$ cat src/rtl/mmio_resp_if.sv
// rtl/mmio_resp_if.sv - CPU data-bus signal bundle between the bus initiator and the mmio responder
interface mmio_resp_if;
  logic        ce;
  logic        we;
  logic [31:0] addr_in;
  logic [3:0]  sel;
  logic [31:0] data_i;
  logic [31:0] data_o;

  modport master (
    output ce, we, addr_in, sel, data_i,
    input  data_o
  );

  modport slave (
    input  ce, we, addr_in, sel, data_i,
    output data_o
  );
endinterface

$ cat src/rtl/mmio_resp.sv
// rtl/mmio_resp.sv - memory-mapped responder: display word, debounced switches/buttons, edge capture irq, cycle counter
module mmio_resp #(
  parameter logic [31:0] BASE      = 32'hFFFF_0000,
  parameter int          DB_CYCLES = 16
) (
  input  logic         clk,
  input  logic         rst,
  mmio_resp_if.slave   bus,
  input  logic [15:0]  sw_i,
  input  logic [3:0]   btn_i,
  output logic [31:0]  seg_data_o,
  output logic         irq_o
);

  localparam int NB = 20;
  localparam int CW = (DB_CYCLES > 2) ? $clog2(DB_CYCLES) : 1;
  localparam logic [CW-1:0] DB_LAST = CW'(DB_CYCLES - 1);

  localparam logic [2:0] IDX_SEG  = 3'd0;
  localparam logic [2:0] IDX_SW   = 3'd1;
  localparam logic [2:0] IDX_CAP  = 3'd2;
  localparam logic [2:0] IDX_MASK = 3'd3;
  localparam logic [2:0] IDX_CNT  = 3'd4;

  logic [31:0]   r_seg;
  logic [3:0]    r_mask;
  logic [3:0]    r_cap;
  logic [31:0]   r_cnt;
  logic          r_irq;
  logic [NB-1:0] r_sync1;
  logic [NB-1:0] r_sync2;
  logic [NB-1:0] r_stable;
  logic [CW-1:0] r_db_cnt [NB];
  logic [3:0]    r_btn_prev;

  logic          w_hit;
  logic          w_wr;
  logic [2:0]    w_idx;
  logic [31:0]   w_bmask;
  logic [3:0]    w_rise;
  logic [3:0]    w_cap_clr;
  logic [31:0]   w_rdata;
  logic          w_unused;

  assign w_unused  = &{1'b0, bus.addr_in[1:0]};
  assign w_hit     = bus.ce && (bus.addr_in[31:5] == BASE[31:5]);
  assign w_wr      = w_hit && bus.we;
  assign w_idx     = bus.addr_in[4:2];
  assign w_bmask   = {{8{bus.sel[3]}}, {8{bus.sel[2]}}, {8{bus.sel[1]}}, {8{bus.sel[0]}}};
  assign w_rise    = r_stable[19:16] & ~r_btn_prev;
  assign w_cap_clr = (w_wr && w_idx == IDX_CAP) ? (bus.data_i[3:0] & w_bmask[3:0]) : 4'h0;

  assign seg_data_o = r_seg;
  assign irq_o      = r_irq;
  assign bus.data_o = w_rdata;

  always_comb begin
    w_rdata = 32'h0;
    if (w_hit && !bus.we) begin
      case (w_idx)
        IDX_SEG:  w_rdata = r_seg;
        IDX_SW:   w_rdata = {16'h0, r_stable[15:0]};
        IDX_CAP:  w_rdata = {28'h0, r_cap};
        IDX_MASK: w_rdata = {28'h0, r_mask};
        IDX_CNT:  w_rdata = r_cnt;
        default:  w_rdata = 32'h0;
      endcase
    end
  end

  // Switches occupy bits [15:0] and buttons [19:16] of the shared input path.
  always_ff @(posedge clk or negedge rst) begin
    if (!rst) begin
      r_sync1    <= '0;
      r_sync2    <= '0;
      r_stable   <= '0;
      r_btn_prev <= '0;
      for (int i = 0; i < NB; i++) r_db_cnt[i] <= '0;
    end else begin
      r_sync1    <= {btn_i, sw_i};
      r_sync2    <= r_sync1;
      r_btn_prev <= r_stable[19:16];
      for (int i = 0; i < NB; i++) begin
        if (r_sync2[i] == r_stable[i]) begin
          r_db_cnt[i] <= '0;
        end else if (r_db_cnt[i] == DB_LAST) begin
          r_stable[i] <= r_sync2[i];
          r_db_cnt[i] <= '0;
        end else begin
          r_db_cnt[i] <= r_db_cnt[i] + 1'b1;
        end
      end
    end
  end

  always_ff @(posedge clk or negedge rst) begin
    if (!rst) begin
      r_seg  <= '0;
      r_mask <= '0;
      r_cap  <= '0;
      r_cnt  <= '0;
      r_irq  <= 1'b0;
    end else begin
      if (w_wr && w_idx == IDX_SEG)
        r_seg <= (r_seg & ~w_bmask) | (bus.data_i & w_bmask);
      if (w_wr && w_idx == IDX_MASK)
        r_mask <= (r_mask & ~w_bmask[3:0]) | (bus.data_i[3:0] & w_bmask[3:0]);
      // A capture set on the same edge as its W1C clear takes priority.
      r_cap <= (r_cap & ~w_cap_clr) | w_rise;
      if (w_wr && w_idx == IDX_CNT)
        r_cnt <= (r_cnt & ~w_bmask) | (bus.data_i & w_bmask);
      else
        r_cnt <= r_cnt + 32'd1;
      r_irq <= |(r_cap & r_mask);
    end
  end

endmodule

$ cat src/flat_wrapper.sv
// flat-port wrapper written by rule: the top's interface ports become plain ports
module mmio_resp_flat 
#(
  parameter logic [31:0] BASE      = 32'hFFFF_0000,
  parameter int          DB_CYCLES = 16
)
  (clk, rst, sw_i, btn_i, seg_data_o, irq_o, bus_ce, bus_we, bus_addr_in, bus_sel, bus_data_i, bus_data_o);
  mmio_resp_if bus_i ();
  input  logic clk;
  input  logic rst;
  input  logic [15:0] sw_i;
  input  logic [3:0] btn_i;
  output logic [31:0] seg_data_o;
  output logic irq_o;
  input wire logic [$bits(bus_i.ce)-1:0] bus_ce;
  input wire logic [$bits(bus_i.we)-1:0] bus_we;
  input wire logic [$bits(bus_i.addr_in)-1:0] bus_addr_in;
  input wire logic [$bits(bus_i.sel)-1:0] bus_sel;
  input wire logic [$bits(bus_i.data_i)-1:0] bus_data_i;
  output wire logic [$bits(bus_i.data_o)-1:0] bus_data_o;
  assign bus_i.ce = bus_ce;
  assign bus_i.we = bus_we;
  assign bus_i.addr_in = bus_addr_in;
  assign bus_i.sel = bus_sel;
  assign bus_i.data_i = bus_data_i;
  assign bus_data_o = bus_i.data_o;
  mmio_resp #(.BASE(BASE), .DB_CYCLES(DB_CYCLES)) u_core (.clk(clk), .rst(rst), .bus(bus_i), .sw_i(sw_i), .btn_i(btn_i), .seg_data_o(seg_data_o), .irq_o(irq_o));
endmodule
$ cat config.mk
export PLATFORM = sky130hd
export DESIGN_NAME = mmio_resp_flat
export DESIGN_NICKNAME = d
export VERILOG_FILES = /design/src/rtl/mmio_resp_if.sv /design/src/rtl/mmio_resp.sv /design/src/flat_wrapper.sv
export SDC_FILE = /design/constraint.sdc
export NUM_CORES = 1
export LEC_CHECK = 0
export BUFFER_PORTS_ARGS = -buffer_cell sky130_fd_sc_hd__buf_2
export CAP_MARGIN = 20
export CORE_MARGIN = 8
export CORE_UTILIZATION = 51
export DETAILED_ROUTE_END_ITERATION = 8
export HOLD_SLACK_MARGIN = 0.06
export PLACE_DENSITY = 0.76
export SYNTH_ARGS = -nofsm -noshare
export SYNTH_HDL_FRONTEND = slang
export SYNTH_SLANG_ARGS = --single-unit
$ cat constraint.sdc
create_clock -name clk -period 2.3 [get_ports clk]
set_input_delay 0.46 -clock clk [delete_from_list [all_inputs] [get_ports clk]]
set_output_delay 0.46 -clock clk [all_outputs]
set_load 0.01 [all_outputs]
==> flow_metrics.env <==
export IMPL_clock_skew_ps=14.13
export IMPL_layout_common_cells="dfrtp_1 (217), buf_2 (135), a21oi_1 (81), mux2_2 (59), nor2_1 (56)"
export IMPL_use_met1_pct=27.91
export IMPL_grt_pass1_vias=8457
export IMPL_place_congestion=0.9013
export IMPL_die_area_um2=24230
export IMPL_seqCellArea_um2=5430
export IMPL_ff2ff_setup_slack_ps=110
export IMPL_finalWorstSetupSlack_ps=-197.3
export IMPL_criticalPathCategory="input port to output pin"
export IMPL_cpPeakStageDelay_ps=380
export IMPL_hold_ws_ps=213.1
export IMPL_use_met3_pct=4.321
export IMPL_final_common_cell="dfrtp_1"
export IMPL_grt_first_pass_wirelength_mm=42.56
export IMPL_hold_path_class="input port to flop"
export IMPL_period_share_pct=108.6
export IMPL_io_buffers=154
export IMPL_fin_area_um2=12810
export IMPL_cp_slowest_cell="a211o_4"
export IMPL_drive_above_1_share_pct=31.18
export IMPL_ys_flop_type="dfrtp_1"
export IMPL_grtUsageMet2_pct=36.16
export IMPL_slew_headroom_pct=63.80
export IMPL_min_from="bus_data_i[30]"
export IMPL_vias=8023
export IMPL_grt_max_degree=66
export IMPL_cp_data_arrival_time_ps=2040
export IMPL_clkTransAtPathRegs_ps=60
export IMPL_grt_total_usage_pct=21.54
export IMPL_die_h_um=155.7
export IMPL_ys_ff_latch=217
export IMPL_setup_violations=32
export IMPL_multi_input_area_um2=4400
export IMPL_top_usage_layer="met2"
export IMPL_vias_per_cell=5.674
export IMPL_crit_path_cell_trace="buf_6, nor4bb_4, and4_4, nand3b_1, a211o_4, buf_12, nor2_4, buf_6"
export IMPL_insertion_delay_ps=510
export IMPL_power_leakage_nw=5.791
export IMPL_cts_buffer_depth=3
export IMPL_areaGrowthSynthToFinish_pct=28.77
export IMPL_core_area_um2=19270
export IMPL_outcome="finished with violations"
export IMPL_routedWlPerCell_um=18.31
export IMPL_maxCapViolations=0
export IMPL_antenna_found_initial=3
export IMPL_cts_made_buffers=23
export IMPL_overflow=0
export IMPL_first_pass_iters=5
export IMPL_hpwlAfterDp_mm=17.98
export IMPL_pwr_share_comb_pct=6.5
export IMPL_power_frac_seq_pct=48.6
export IMPL_placed_area_um2=11520
export IMPL_post_place_ws_ps=-247.0
export IMPL_ir_worst_vdd_uv=435.0
export IMPL_postSynthAreaPerCell_um2=11.04
export IMPL_violations="negative setup slack"
export IMPL_cts_sinks=217
export IMPL_drtIter0Drc=544
export IMPL_async_reset_ff_share_pct=100.0
export IMPL_syn_num_nets=1014
export IMPL_critPathCaptureType="output pin"
export IMPL_max_freq_mhz=400.4
export IMPL_antenna_left=0
export IMPL_power_share_clock_pct=45.0
export IMPL_cp_max_fo=5
export IMPL_rows=51
export IMPL_drc=0
export IMPL_layout_nets=1245
export IMPL_io_pins=157
export IMPL_h_tree_depth=1
export IMPL_netlist_area_um2=9947
export IMPL_start_kind="input port"
export IMPL_die_w_um=155.7
export IMPL_final_core_util_pct=66.47
export IMPL_wl_mm=25.90
export IMPL_powerDensity_nw_per_um2=651.2
export IMPL_ff2ff_path_depth=6
export IMPL_period_minus_slack_ps=2497
export IMPL_start_util_pct=51.62
export IMPL_switching_power_mw=1.913
export IMPL_ys_seq_area_share_pct=54.59
export IMPL_synthDistinctLibCells=55
export IMPL_p_sw_share_pct=22.93
export IMPL_required_ps=1840
export IMPL_tightest_slew_ps=543.1
export IMPL_fin_setup_tns_ps=-4132
export IMPL_ys_warnings_count=0
export IMPL_crit_path_frequent_cell="buf_6"
export IMPL_cts_tree="yes"
export IMPL_postSynthCellCount=901
export IMPL_cts_root_buf="clkbuf_16"
export IMPL_synth_edf_count=0
export IMPL_fill_cells=1447
export IMPL_hold_path_cell_count=2
export IMPL_slew_violations=0
export IMPL_hold_violations=0
export IMPL_intPower_mw=6.428
export IMPL_rsz0062_at_grt="true"
## area by class of cell
cell class              count  area share, %
flip-flops and latches    217          42.40
repair buffers            237          13.30
clock buffers              28          4.796
clock inverters            13          1.133
diodes                      1        0.01954
inverters                  48          1.407
well taps                 265          2.589
multi-input cells         605          34.36
## metrics by stage
stage               total power, mW  instances
floorplan                     4.329        901
global placement              4.589       1343
detailed placement            4.609       1343
CTS                           8.392       1412
global route                  8.647       1414
finish                        8.340       1414
## power groups by stage
stage	Sequential (mW)	Clock [mW]	Combinational (mW)
after global routing	4.06	3.97	0.607
after global placement	4.11	0	0.482
after CTS	4.05	3.80	0.541
after detailed placement	4.11	0	0.494
after floorplan	4.09	0	0.239
final	4.05	3.75	0.539
## critical path: cells and delay by family
family / cells / cell delay (ps)
AOI/OAI and AO/OA: 1 / 380
buffers and inverters: 3 / 390
and+or+nand+nor: 4 / 810
## timing repair
action	4_1_cts	5_1_grt
endpoints found under the setup margin	32	33
hold buffers	21	0
setup buffers	5	1
pin swaps	9	9
gates resized for setup	34	11
cloned	2	0
endpoints found under the hold margin	80	0
## worst max path at each step
stage                          from             end  slack [ps]
floorplan                      flop            flop         -30
global placement    bus_addr_in[14]   bus_data_o[9]        -230
detailed placement  bus_addr_in[14]   bus_data_o[9]        -250
CTS                 bus_addr_in[12]   bus_data_o[8]        -240
global route        bus_addr_in[15]   bus_data_o[8]        -260
finish              bus_addr_in[13]  bus_data_o[12]        -200
## synth_stat cells (all sizes together), types with 5 or more instances
| cell type | number | area [um^2] |
|---|---|---|
| a22oi | 24 | 180.2 |
| nand4 | 15 | 100.1 |
| nor4 | 7 | 50.05 |
| o21ai | 37 | 185.2 |
| o221a | 7 | 78.83 |
| o32ai | 8 | 77.58 |
| nor3 | 11 | 60.06 |
| o22ai | 5 | 31.28 |
| nor2b | 22 | 137.6 |
| xnor2 | 40 | 350.3 |
| mux2 | 59 | 664.4 |
| nand2 | 21 | 78.83 |
| inv | 48 | 180.2 |
| clkbuf | 25 | 93.84 |
| and4 | 7 | 61.31 |
| and3 | 6 | 37.54 |
| or3 | 6 | 37.54 |
| dfrtp | 217 | 5430 |
| a21oi | 82 | 414.2 |
| nor3b | 20 | 150.1 |
| buf | 6 | 32.53 |
| nand3 | 50 | 255.3 |
| nor2 | 75 | 281.5 |
| ha | 21 | 262.8 |
| mux2i | 15 | 150.1 |
| nand4b | 21 | 183.9 |
| o32a | 7 | 70.07 |
## cells by family after synthesis
group                    Yosys count  synth area share [%]
buffers and inverters             79                 3.082
adder cells (fa/ha/maj)           21                 2.641
XOR/XNOR                          40                 3.522
multiplexers                      74                 8.189
AND/OR/NAND/NOR                  273                 15.36
flip-flops                       217                 54.59
AO/OA/AOI/OAI                    197                 12.62
## metal layers
layer | part of all wire, % | vias to the layer above
li1 | - | 3741
met1 | 44 | 3980
met2 | 48 | 250
met3 | 6.0 | 48
met4 | 2.3 | 4
met5 | 0.085 | -
No activity file was read; power rests on OpenSTA's default activity.
